File: src/rtl/uart_receiver.sv
// UART 8N1 receive stage: oversampled deserialiser with valid/ready output, framing and overrun flags.
// Optional even-parity bit after the data bits when UART_RX_PARITY_EN is defined.
`timescale 1ns/1ps
module uart_receiver #(
  parameter int DATA_BITS   = 8,
  parameter int OVERSAMPLE  = 16,
  parameter int SYNC_STAGES = 2
) (
  input  logic                 sys_clk,
  input  logic                 rst_n,
  input  logic                 uart_rx_clk,
  input  logic                 rx,
  output logic [DATA_BITS-1:0] rx_data,
  output logic                 rx_valid,
  input  logic                 rx_ready,
  output logic                 frame_err,
  output logic                 overrun
);

  localparam int CW = $clog2(OVERSAMPLE);
  localparam int BW = (DATA_BITS > 1) ? $clog2(DATA_BITS) : 1;
  localparam logic [CW-1:0] CNT_HALF = CW'(OVERSAMPLE/2 - 1);
  localparam logic [CW-1:0] CNT_LAST = CW'(OVERSAMPLE - 1);
  localparam logic [BW-1:0] BIT_LAST = BW'(DATA_BITS - 1);
  localparam int NUM_LANES = 2;
  // lane 0 is the rx pin (idles high), lane 1 the oversample clock
  localparam logic [NUM_LANES-1:0] SYNC_RST = 2'b01;

`ifdef UART_RX_PARITY_EN
  typedef enum logic [2:0] {S_IDLE, S_START, S_DATA, S_PARITY, S_STOP} state_t;
`else
  typedef enum logic [1:0] {S_IDLE, S_START, S_DATA, S_STOP} state_t;
`endif

  logic [NUM_LANES-1:0][SYNC_STAGES-1:0] sync_ff;
  logic [NUM_LANES-1:0]                  lane_in;
  logic                                  rx_s, clk_s, clk_d, tick;

  state_t                state, state_nx;
  logic [CW-1:0]         cnt, cnt_nx;
  logic [BW-1:0]         bit_idx, bit_idx_nx;
  logic [DATA_BITS-1:0]  shreg, shreg_nx;
  logic                  par_bit, par_nx, par_err;
  logic                  stop_done, frame_ok, frame_bad, hs;

  assign lane_in = {uart_rx_clk, rx};

  always_ff @(posedge sys_clk or negedge rst_n) begin
    if (!rst_n) begin
      for (int l = 0; l < NUM_LANES; l++) sync_ff[l] <= {SYNC_STAGES{SYNC_RST[l]}};
      clk_d <= 1'b0;
    end else begin
      for (int l = 0; l < NUM_LANES; l++) sync_ff[l] <= {sync_ff[l][SYNC_STAGES-2:0], lane_in[l]};
      clk_d <= clk_s;
    end
  end

  assign rx_s  = sync_ff[0][SYNC_STAGES-1];
  assign clk_s = sync_ff[1][SYNC_STAGES-1];
  assign tick  = clk_s & ~clk_d;

  always_ff @(posedge sys_clk or negedge rst_n) begin
    if (!rst_n) begin
      state   <= S_IDLE;
      cnt     <= '0;
      bit_idx <= '0;
      shreg   <= '0;
      par_bit <= 1'b0;
    end else begin
      state   <= state_nx;
      cnt     <= cnt_nx;
      bit_idx <= bit_idx_nx;
      shreg   <= shreg_nx;
      par_bit <= par_nx;
    end
  end

  always_comb begin
    state_nx   = state;
    cnt_nx     = cnt;
    bit_idx_nx = bit_idx;
    shreg_nx   = shreg;
    par_nx     = par_bit;
    stop_done  = 1'b0;
    if (tick) begin
      case (state)
        S_IDLE: begin
          if (!rx_s) begin
            state_nx = S_START;
            cnt_nx   = '0;
          end
        end
        S_START: begin
          if (cnt == CNT_HALF) begin
            // a start bit that is high again at mid-bit is line noise
            state_nx   = rx_s ? S_IDLE : S_DATA;
            cnt_nx     = '0;
            bit_idx_nx = '0;
          end else begin
            cnt_nx = cnt + 1'b1;
          end
        end
        S_DATA: begin
          if (cnt == CNT_LAST) begin
            cnt_nx   = '0;
            shreg_nx = {rx_s, shreg[DATA_BITS-1:1]};
            if (bit_idx == BIT_LAST) begin
`ifdef UART_RX_PARITY_EN
              state_nx = S_PARITY;
`else
              state_nx = S_STOP;
`endif
            end else begin
              bit_idx_nx = bit_idx + 1'b1;
            end
          end else begin
            cnt_nx = cnt + 1'b1;
          end
        end
`ifdef UART_RX_PARITY_EN
        S_PARITY: begin
          if (cnt == CNT_LAST) begin
            par_nx   = rx_s;
            cnt_nx   = '0;
            state_nx = S_STOP;
          end else begin
            cnt_nx = cnt + 1'b1;
          end
        end
`endif
        S_STOP: begin
          if (cnt == CNT_LAST) begin
            stop_done = 1'b1;
            state_nx  = S_IDLE;
            cnt_nx    = '0;
          end else begin
            cnt_nx = cnt + 1'b1;
          end
        end
        default: begin
          state_nx = S_IDLE;
          cnt_nx   = '0;
        end
      endcase
    end
  end

`ifdef UART_RX_PARITY_EN
  assign par_err = par_bit ^ (^shreg);
`else
  assign par_err = 1'b0;
`endif

  assign frame_ok  = stop_done & rx_s & ~par_err;
  assign frame_bad = stop_done & ~(rx_s & ~par_err);
  assign hs        = rx_valid & rx_ready;

  always_ff @(posedge sys_clk or negedge rst_n) begin
    if (!rst_n) begin
      rx_data   <= '0;
      rx_valid  <= 1'b0;
      frame_err <= 1'b0;
      overrun   <= 1'b0;
    end else begin
      frame_err <= frame_bad;
      // a new byte landing on the handshake cycle replaces the consumed one
      if (frame_ok && (!rx_valid || hs)) begin
        rx_data  <= shreg;
        rx_valid <= 1'b1;
      end else if (hs) begin
        rx_valid <= 1'b0;
      end
      if (hs)                       overrun <= 1'b0;
      else if (frame_ok && rx_valid) overrun <= 1'b1;
    end
  end

endmodule

File: config.mk
export PLATFORM = sky130hd
export DESIGN_NAME = uart_receiver
export DESIGN_NICKNAME = d
export VERILOG_FILES = /design/src/rtl/uart_receiver.sv
export SDC_FILE = /design/constraint.sdc
export NUM_CORES = 1
export LEC_CHECK = 0
export CAP_MARGIN = 5
export CORE_MARGIN = 3
export CORE_UTILIZATION = 58
export CTS_CLUSTER_SIZE = 16
export DETAILED_ROUTE_END_ITERATION = 6
export PLACE_DENSITY = 0.82
export REMOVE_ABC_BUFFERS = 1
export SLEW_MARGIN = 10
export SYNTH_ARGS = -nofsm -noshare
export SYNTH_HDL_FRONTEND = slang
export SYNTH_SLANG_ARGS = --single-unit
export TNS_END_PERCENT = 50
File: constraint.sdc
create_clock -name sys_clk -period 4.5 [get_ports sys_clk]
set_clock_uncertainty 0.2 [all_clocks]
set_input_delay 0.45 -clock sys_clk [delete_from_list [all_inputs] [get_ports sys_clk]]
set_output_delay 0.45 -clock sys_clk [all_outputs]
set_load 0.02 [all_outputs]
==> load_flow_metrics.sql, run 1 <==
INSERT INTO impl_metrics (metric_group, metric, value, unit) VALUES
('pwr', 'power.density', '397', 'nW/um^2'),
('logic_synthesis', 'synth.top_cells.by_area', 'dfrtp_1 (55%), mux2_2 (14%), dfstp_2 (3.8%), ha_1 (2.7%), nor2_1 (1.9%)', ''),
('logic_synthesis', 'synthesis.instances', '110', ''),
('status', 'status', 'complete, no violations', ''),
('worst_setup_path', 'crit_type', 'reg2reg', ''),
('finish', 'net_total_in_the_final_layout', '137', ''),
('global_route', 'grt_util_all_layers', '0.190', ''),
('routing', 'remaining_routing_drc_violations', '0', ''),
('timing', 'fin_worst_hold_slack', '0.156', 'ns'),
('worst_setup_path', 'timing.rr.start', 'cnt[0]$_DFFE_PN0P_', ''),
('timing', 'min_period_over_period', '0.534', ''),
('timing', 'rsz0062_at_grt', 'no', ''),
('hold_path', 'timing.hold.worst_path_depth', '0', ''),
('cts', 'cts_repair_resize_count', '0', ''),
('logic_synthesis', 'post_synth_instance_area', '1400', 'um^2'),
('cts', 'numCtsBuffers', '5', ''),
('logic_synthesis', 'proportion_of_synthesized_chip_area_in_sequential_cells', '0.591', ''),
('placement', 'dp.final_hpwl', '1.61', 'mm'),
('run', 'max_cap_viol_count', '0', ''),
('pwr', 'p_leak', '0.768', 'nW'),
('floorplan', 'die_area', '3040', 'um^2'),
('global_route', 'grt_remaining_overflow', '0', ''),
('floorplan', 'boundaryPins', '16', ''),
('hold_path', 'min_to', 'clk_s$_DFF_PN0_', ''),
('global_route', 'grt_first_pass_wirelength', '3.88', 'mm'),
('logic_synthesis', 'count_of_distinct_cell_types_in_the_synthesized_netlist', '31', ''),
('logic_synthesis', 'postSynth.asyncResetShare', '1.00', ''),
('routing', 'avgRoutedWirePerCell', '14.8', 'um'),
('logic_synthesis', 'yosysMostFrequentCell', 'dfrtp_1', ''),
('finish', 'fin_cells', '158', ''),
('routing', 'drt_iter0_markers', '20', ''),
('finish', 'nFillCells', '160', ''),
('timing', 'maxSlewViolCount', '0', ''),
('cts', 'cts.path.max_buffers', '2', ''),
('logic_synthesis', 'postSynthRegisterBits', '33', ''),
('worst_setup_path', 'worst_r2r_endpoint', 'rx_data[3]$_DFFE_PN0P_', ''),
('worst_setup_path', 'worst_setup_path_startpoint', 'cnt[0]$_DFFE_PN0P_', ''),
('timing', 'tns', '0', 'ns'),
('hold_path', 'min_path_type', 'reg2reg', ''),
('worst_setup_path', 'worst_ep_required_time', '4.52', 'ns'),
('cts', 'insertion_delay', '0.33', 'ns'),
('logic_synthesis', 'synth_warnings', '0', ''),
('routing', 'totalWireLength', '2.34', 'mm'),
('cts', 'ctsHoldBuffers', '0', ''),
('logic_synthesis', 'avgSynthCellArea', '12.7', 'um^2'),
('global_route', 'grt_start_max_net_pins', '34', ''),
('routing', 'drt-pass1-iter-count', '4', ''),
('floorplan', 'core_area', '2250', 'um^2'),
('cts', 'clock_tree.root_cell', 'clkbuf_4', ''),
('cts', 'cts_max_level', '2', ''),
('routing', 'route.detailed.vias_per_inst', '5.97', ''),
('logic_synthesis', 'number_of_flops_mapped_to_enable_cells_by_yosys', '0', ''),
('timing', 'slew_headroom', '0.580', ''),
('cts', 'path_clk_slew', '0.10', 'ns'),
('worst_setup_path', 'endpoint_kind', 'flip-flop', ''),
('placement', 'port-buffer-count', '15', ''),
('timing', 'worst_slew_pin_slew', '0.628', 'ns'),
('pwr', 'ir_worst_vdd', '0.324', 'mV'),
('floorplan', 'dieHeight', '55.2', 'um'),
('placement', 'dp.cells', '150', ''),
('logic_synthesis', 'yosysTopAreaCell', 'dfrtp_1', ''),
('cts', 'tritoncts_num_sinks', '33', ''),
('finish', 'drive_above_1_share', '0.231', ''),
('cts', 'cts_tree', 'yes', ''),
('routing', 'detailroute.via_count', '943', ''),
('timing', 'time_the_worst_path_needs_with_i_o_delays_and_setup', '2.40', 'ns'),
('worst_setup_path', 'cp_max_fo', '8', ''),
('finish', 'area_delta_synth_final', '18.3', '%'),
('floorplan', 'placementRows', '17', ''),
('cts', 'post_cts_buffers', '0', ''),
('timing', 'setup-violations-final', '0', '');
-- layout make-up --
cell class	instances	area, um^2	area share
clock buffer	7	55.1	0.0332
timing repair buffer	16	158	0.0951
tap	28	35.0	0.0211
inverter	6	22.5	0.0136
sequential	33	828	0.500
clock inverter	1	30.0	0.0181
multi-input combinational	67	529	0.319
-- through the flow --
step,setup slack (ns),area [um^2],util,power [mW]
2_1_floorplan,2.32,1380,-,0.403
3_3_place_gp,2.21,1570,0.698,0.427
3_5_place_dp,2.13,1570,0.698,0.433
4_1_cts,2.12,1660,0.735,0.663
5_1_grt,1.98,1660,0.735,0.694
6_report,2.10,1660,0.735,0.658
-- sequential cells by signal, summed over array words and instances, names as in the netlist, named ones only --
signal,flops
clk_s,1
bit_idx,3
state,1
rx_s,1
rx_data,8
overrun,1
rx_valid,1
frame_err,1
sync_ff,2
shreg,8
clk_d,1
cnt,4
-- cell usage in the layout (no fill, tap or decap), types with 2 or more instances in the layout --
master	count
a22o_1	3
o31ai_1	2
o21ai_0	4
mux2_2	17
a31oi_1	3
dfrtp_1	31
ha_1	3
clkdlybuf4s50_1	15
nand3_1	4
dfstp_2	2
clkbuf_4	5
nand2_1	5
inv_1	6
nor3_1	4
nor2_1	7
-- how the worst max path moves through the flow --
stage	slack, ns	endpoint	depth (start not counted)
after floorplan	2.32	rx_data[0]$_DFFE_PN0P_	5
after CTS	2.12	rx_data[3]$_DFFE_PN0P_	5
after detailed placement	2.13	rx_data[3]$_DFFE_PN0P_	5
after global placement	2.21	rx_data[0]$_DFFE_PN0P_	5
after global routing	1.98	rx_data[7]$_DFFE_PN0P_	5
final	2.10	rx_data[3]$_DFFE_PN0P_	5
-- power by group --
part | internal [mW] | total [mW] | switching (mW)
sequential | 0.316 | 0.349 | 0.0330
clock | 0.133 | 0.229 | 0.0962
combinational | 0.0356 | 0.0800 | 0.0445
-- kinds of logic (layout without fill, tap and decap cells) --
logic type	Yosys count	in the layout	synth area share
flops	33	33	0.591
simple gates	27	27	0.106
compound gates	20	20	0.108
mux	17	17	0.137
buf+inv	10	30	0.0312
fa+ha+maj	3	3	0.0268
-- worst max-delay path: stages, from the launching register on --
cell and delay, ns:
dfrtp_1 0.40, ha_1 0.29, nand4b_2 0.20, or4_4 0.54, a21oi_4 0.28, mux2_2 0.38
-- routing by layer --
metal | wire length [um] | up-vias | GRT usage
li1 | - | 440 | -
met1 | 1060 | 456 | 0.243
met2 | 1060 | 38 | 0.270
met3 | 161 | 9 | 0.0724
met4 | 61 | 0 | 0.117
met5 | 0 | - | 0
(Power assumes the default switching activity.)
==> run 2, diff against run 1 <==
--- a/config.mk
+++ b/config.mk
@@ -7,10 +7,10 @@
 export LEC_CHECK = 0
 export CAP_MARGIN = 5
 export CORE_MARGIN = 3
-export CORE_UTILIZATION = 58
+export CORE_UTILIZATION = 49
 export CTS_CLUSTER_SIZE = 16
 export DETAILED_ROUTE_END_ITERATION = 6
-export PLACE_DENSITY = 0.82
+export PLACE_DENSITY = 0.74
 export REMOVE_ABC_BUFFERS = 1
 export SLEW_MARGIN = 10
 export SYNTH_ARGS = -nofsm -noshare
==> constraint.sdc (replaced) <==
create_clock -name sys_clk -period 1.96 [get_ports sys_clk]
set_clock_uncertainty 0.2 [all_clocks]
set_input_delay 0.196 -clock sys_clk [delete_from_list [all_inputs] [get_ports sys_clk]]
set_output_delay 0.196 -clock sys_clk [all_outputs]
set_load 0.02 [all_outputs]
==> run 2 against run 1 <==
Compared with the run above:
- the flow now finishes with violations (negative setup slack)
- via count is 7.1% higher
- critical path depth stayed put
- core utilization decreased by 1.6 points
- setup slack got worse by 2.2 ns
- worst hold slack worse by 0.11 ns
- cell area grew 12%
- first-iteration DRC count up 130%
- die area up 16%
- combinational power rose to 4.3 times the previous value
- largest cell class unchanged
- highest routed layer unchanged
==> load_flow_metrics.sql, run 2 (same netlist as run 1, synthesis figures left out) <==
INSERT INTO impl_metrics (metric_group, metric, value, unit) VALUES
('worst_setup_path', 'cell_with_the_largest_stage_delay_on_the_worst_path', 'dfstp_2', ''),
('run', 'max_cap_viol_count', '0', ''),
('finish', 'biggestRegsByFlops', 'rx_data x8, shreg x8, cnt x4', ''),
('finish', 'final_cell_mix', 'dfrtp_1 (31), buf_4 (19), clkdlybuf4s50_1 (15)', ''),
('finish', 'diodes', '0', ''),
('worst_setup_path', 'critPathMaxStageDelay', '0.55', 'ns'),
('timing', 'rsz0062_at_grt', 'yes', ''),
('finish', 'final_cell_area', '1860', 'um^2'),
('worst_setup_path', 'timing.critical_path.from_type', 'flip-flop', ''),
('finish', 'seq_area', '828', 'um^2'),
('timing', 'fmax', '0.488', 'GHz'),
('worst_setup_path', 'crit_type', 'reg2reg', ''),
('cts', 'cts_max_level', '2', ''),
('timing', 'slew_headroom', '0.721', ''),
('worst_setup_path', 'ff2ff_setup_slack', '-0.09', 'ns'),
('global_route', 'grt_start_max_net_pins', '34', ''),
('floorplan', 'dieHeight', '59.5', 'um'),
('routing', 'ant_nets', '0', ''),
('cts', 'path_clk_slew', '0.10', 'ns'),
('placement', 'globalplace.congestion', '0.836', ''),
('cts', 'insertion_delay', '0.33', 'ns'),
('finish', 'net_total_in_the_final_layout', '156', ''),
('cts', 'numCtsBuffers', '5', ''),
('finish', 'drive_above_1_share', '0.342', ''),
('hold_path', 'min_path_type', 'in2async', ''),
('finish', 'commonest_non_fill_non_tap_cell_in_the_layout', 'dfrtp_1', ''),
('cts', 'cts.path.max_buffers', '2', ''),
('cts', 'clock_tree.root_cell', 'clkbuf_4', ''),
('status', 'status', 'finished, violations left', ''),
('timing', 'time_the_worst_path_needs_with_i_o_delays_and_setup', '2.05', 'ns'),
('global_route', 'grt_util_all_layers', '0.181', ''),
('routing', 'route.detailed.vias_per_inst', '5.64', ''),
('cts', 'ctsHoldBuffers', '0', ''),
('cts', 'cts_tree', 'yes', ''),
('placement', 'dp.final_hpwl', '1.82', 'mm'),
('routing', 'totalWireLength', '2.64', 'mm'),
('placement', 'port-buffer-count', '15', ''),
('pwr', 'p_leak', '0.869', 'nW'),
('timing', 'fin_worst_hold_slack', '0.0487', 'ns'),
('global_route', 'grt_remaining_overflow', '0', ''),
('worst_setup_path', 'critical_path_arrival', '2.07', 'ns'),
('timing', 'maxSlewViolCount', '0', ''),
('routing', 'detailroute.via_count', '1010', ''),
('worst_setup_path', 'cp_max_fo', '7', ''),
('global_route', 'initial_antenna_violation_count', '0', ''),
('status', 'failed_checks', 'negative setup slack', ''),
('pwr', 'power.density', '877', 'nW/um^2'),
('floorplan', 'placementRows', '18', ''),
('placement', 'postPlaceCellArea', '1690', 'um^2'),
('floorplan', 'boundaryPins', '16', ''),
('finish', 'final_core_utilization', '0.719', ''),
('worst_setup_path', 'crit_chain', 'inv_2 -> or4_4 -> a21oi_4 -> buf_12 -> mux2_4', ''),
('finish', 'nFillCells', '178', ''),
('global_route', 'grt_pass1_vias', '1042', ''),
('finish', 'multi_input_area', '577', 'um^2'),
('routing', 'drt_iter0_markers', '45', ''),
('timing', 'final.setup.worst_slack', '-0.0892', 'ns'),
('floorplan', 'initial_core_util', '0.541', ''),
('timing', 'setup-violations-final', '8', ''),
('timing', 'timing.final.hold_violations', '0', ''),
('timing', 'worst_slew_pin_slew', '0.413', 'ns'),
('floorplan', 'core_area', '2590', 'um^2'),
('floorplan', 'die_area', '3540', 'um^2'),
('worst_setup_path', 'worst_ep_required_time', '1.99', 'ns'),
('floorplan', 'die_x', '59.5', 'um'),
('routing', 'avgRoutedWirePerCell', '14.7', 'um'),
('worst_setup_path', 'endpoint_kind', 'flip-flop', ''),
('global_route', 'grt_first_pass_wirelength', '4.67', 'mm'),
('routing', 'remaining_routing_drc_violations', '0', ''),
('pwr', 'design_power_total', '1.63', 'mW'),
('routing', 'drt-pass1-iter-count', '4', ''),
('timing', 'min_period_over_period', '1.05', ''),
('finish', 'area_delta_synth_final', '32.9', '%'),
('cts', 'tritoncts_num_sinks', '33', ''),
('placement', 'placement.setup.worst_slack', '-0.201', 'ns'),
('pwr', 'ir_worst_vdd', '1.00', 'mV');
[run 2: changes by cell type in the layout (fill, tap and decap cells not counted), sizes merged]
cell | previous run | this run
buf | 1 | 20
[run 2: area by class of cell]
type | count | share of cell area
clock inverters | 1 | 0.0161
flip-flops and latches | 33 | 0.445
repair buffers | 35 | 0.168
multi-input cells | 67 | 0.310
well taps | 30 | 0.0201
clock buffers | 7 | 0.0295
inverters | 6 | 0.0121
[run 2: path summary, 6_finish.rpt]
| kind | endpoint | startpoint | cells past startpoint |
|---|---|---|---|
| max reg2reg | rx_data[5]$_DFFE_PN0P_ | rx_s$_DFF_PN1_ | 5 |
| min in group sys_clk | sync_ff[0]$_DFF_PN1_ | rx | 1 |
| min | clk_d$_DFF_PN0_ | rst_n | 2 |
| max | rx_data[5]$_DFFE_PN0P_ | rx_s$_DFF_PN1_ | 5 |
| max in group asynchronous | sync_ff[0]$_DFF_PN1_ | rst_n | 2 |
| min reg2reg | clk_s$_DFF_PN0_ | sync_ff[2]$_DFF_PN0_ | 0 |
[run 2: where the power goes]
group | switching, mW | internal [mW]
clock network | 0.222 | 0.305
logic | 0.174 | 0.171
registers | 0.0351 | 0.726
total | 0.432 | 1.20
[run 2: routing by layer]
metal | vias to the layer above | share of wire | track usage | wire length [um]
met4 | 0 | 0.016 | 0.0874 | 42
li1 | 476 | - | - | -
met5 | - | 0 | 0 | 0
met1 | 504 | 0.47 | 0.241 | 1240
met3 | 6 | 0.046 | 0.0458 | 122
met2 | 24 | 0.47 | 0.275 | 1240
[run 2: what timing repair did]
action                                 CTS  global route
setup endpoints to repair                8             8
endpoints found under the hold margin    0             0
resized for setup                       10             1
buffers inserted                         3             1
pin swaps                                3             0
[run 2: worst max-delay path: cells and delay by family, from the launching register on]
family	cells	cell delay, ns
multiplexers	1	0.29
flip-flops	1	0.55
buffers and inverters	2	0.19
AO/OA/AOI/OAI	1	0.16
AND/OR/NAND/NOR	1	0.55
[run 2: metrics by stage]
stage | cells | setup TNS [ns]
after detailed placement | 167 | -1.57
final | 179 | -0.690
after CTS | 178 | -0.688
after global routing | 179 | -1.09
after global placement | 167 | -1.21
after floorplan | 106 | -1.75
==> run 3, diff against run 2 <==
--- a/config.mk
+++ b/config.mk
@@ -16,4 +16,3 @@
 export SYNTH_ARGS = -nofsm -noshare
 export SYNTH_HDL_FRONTEND = slang
 export SYNTH_SLANG_ARGS = --single-unit
-export TNS_END_PERCENT = 50
==> results of run 3 <==
No change in the layout: final DEF, timing and power equal those of run 2.
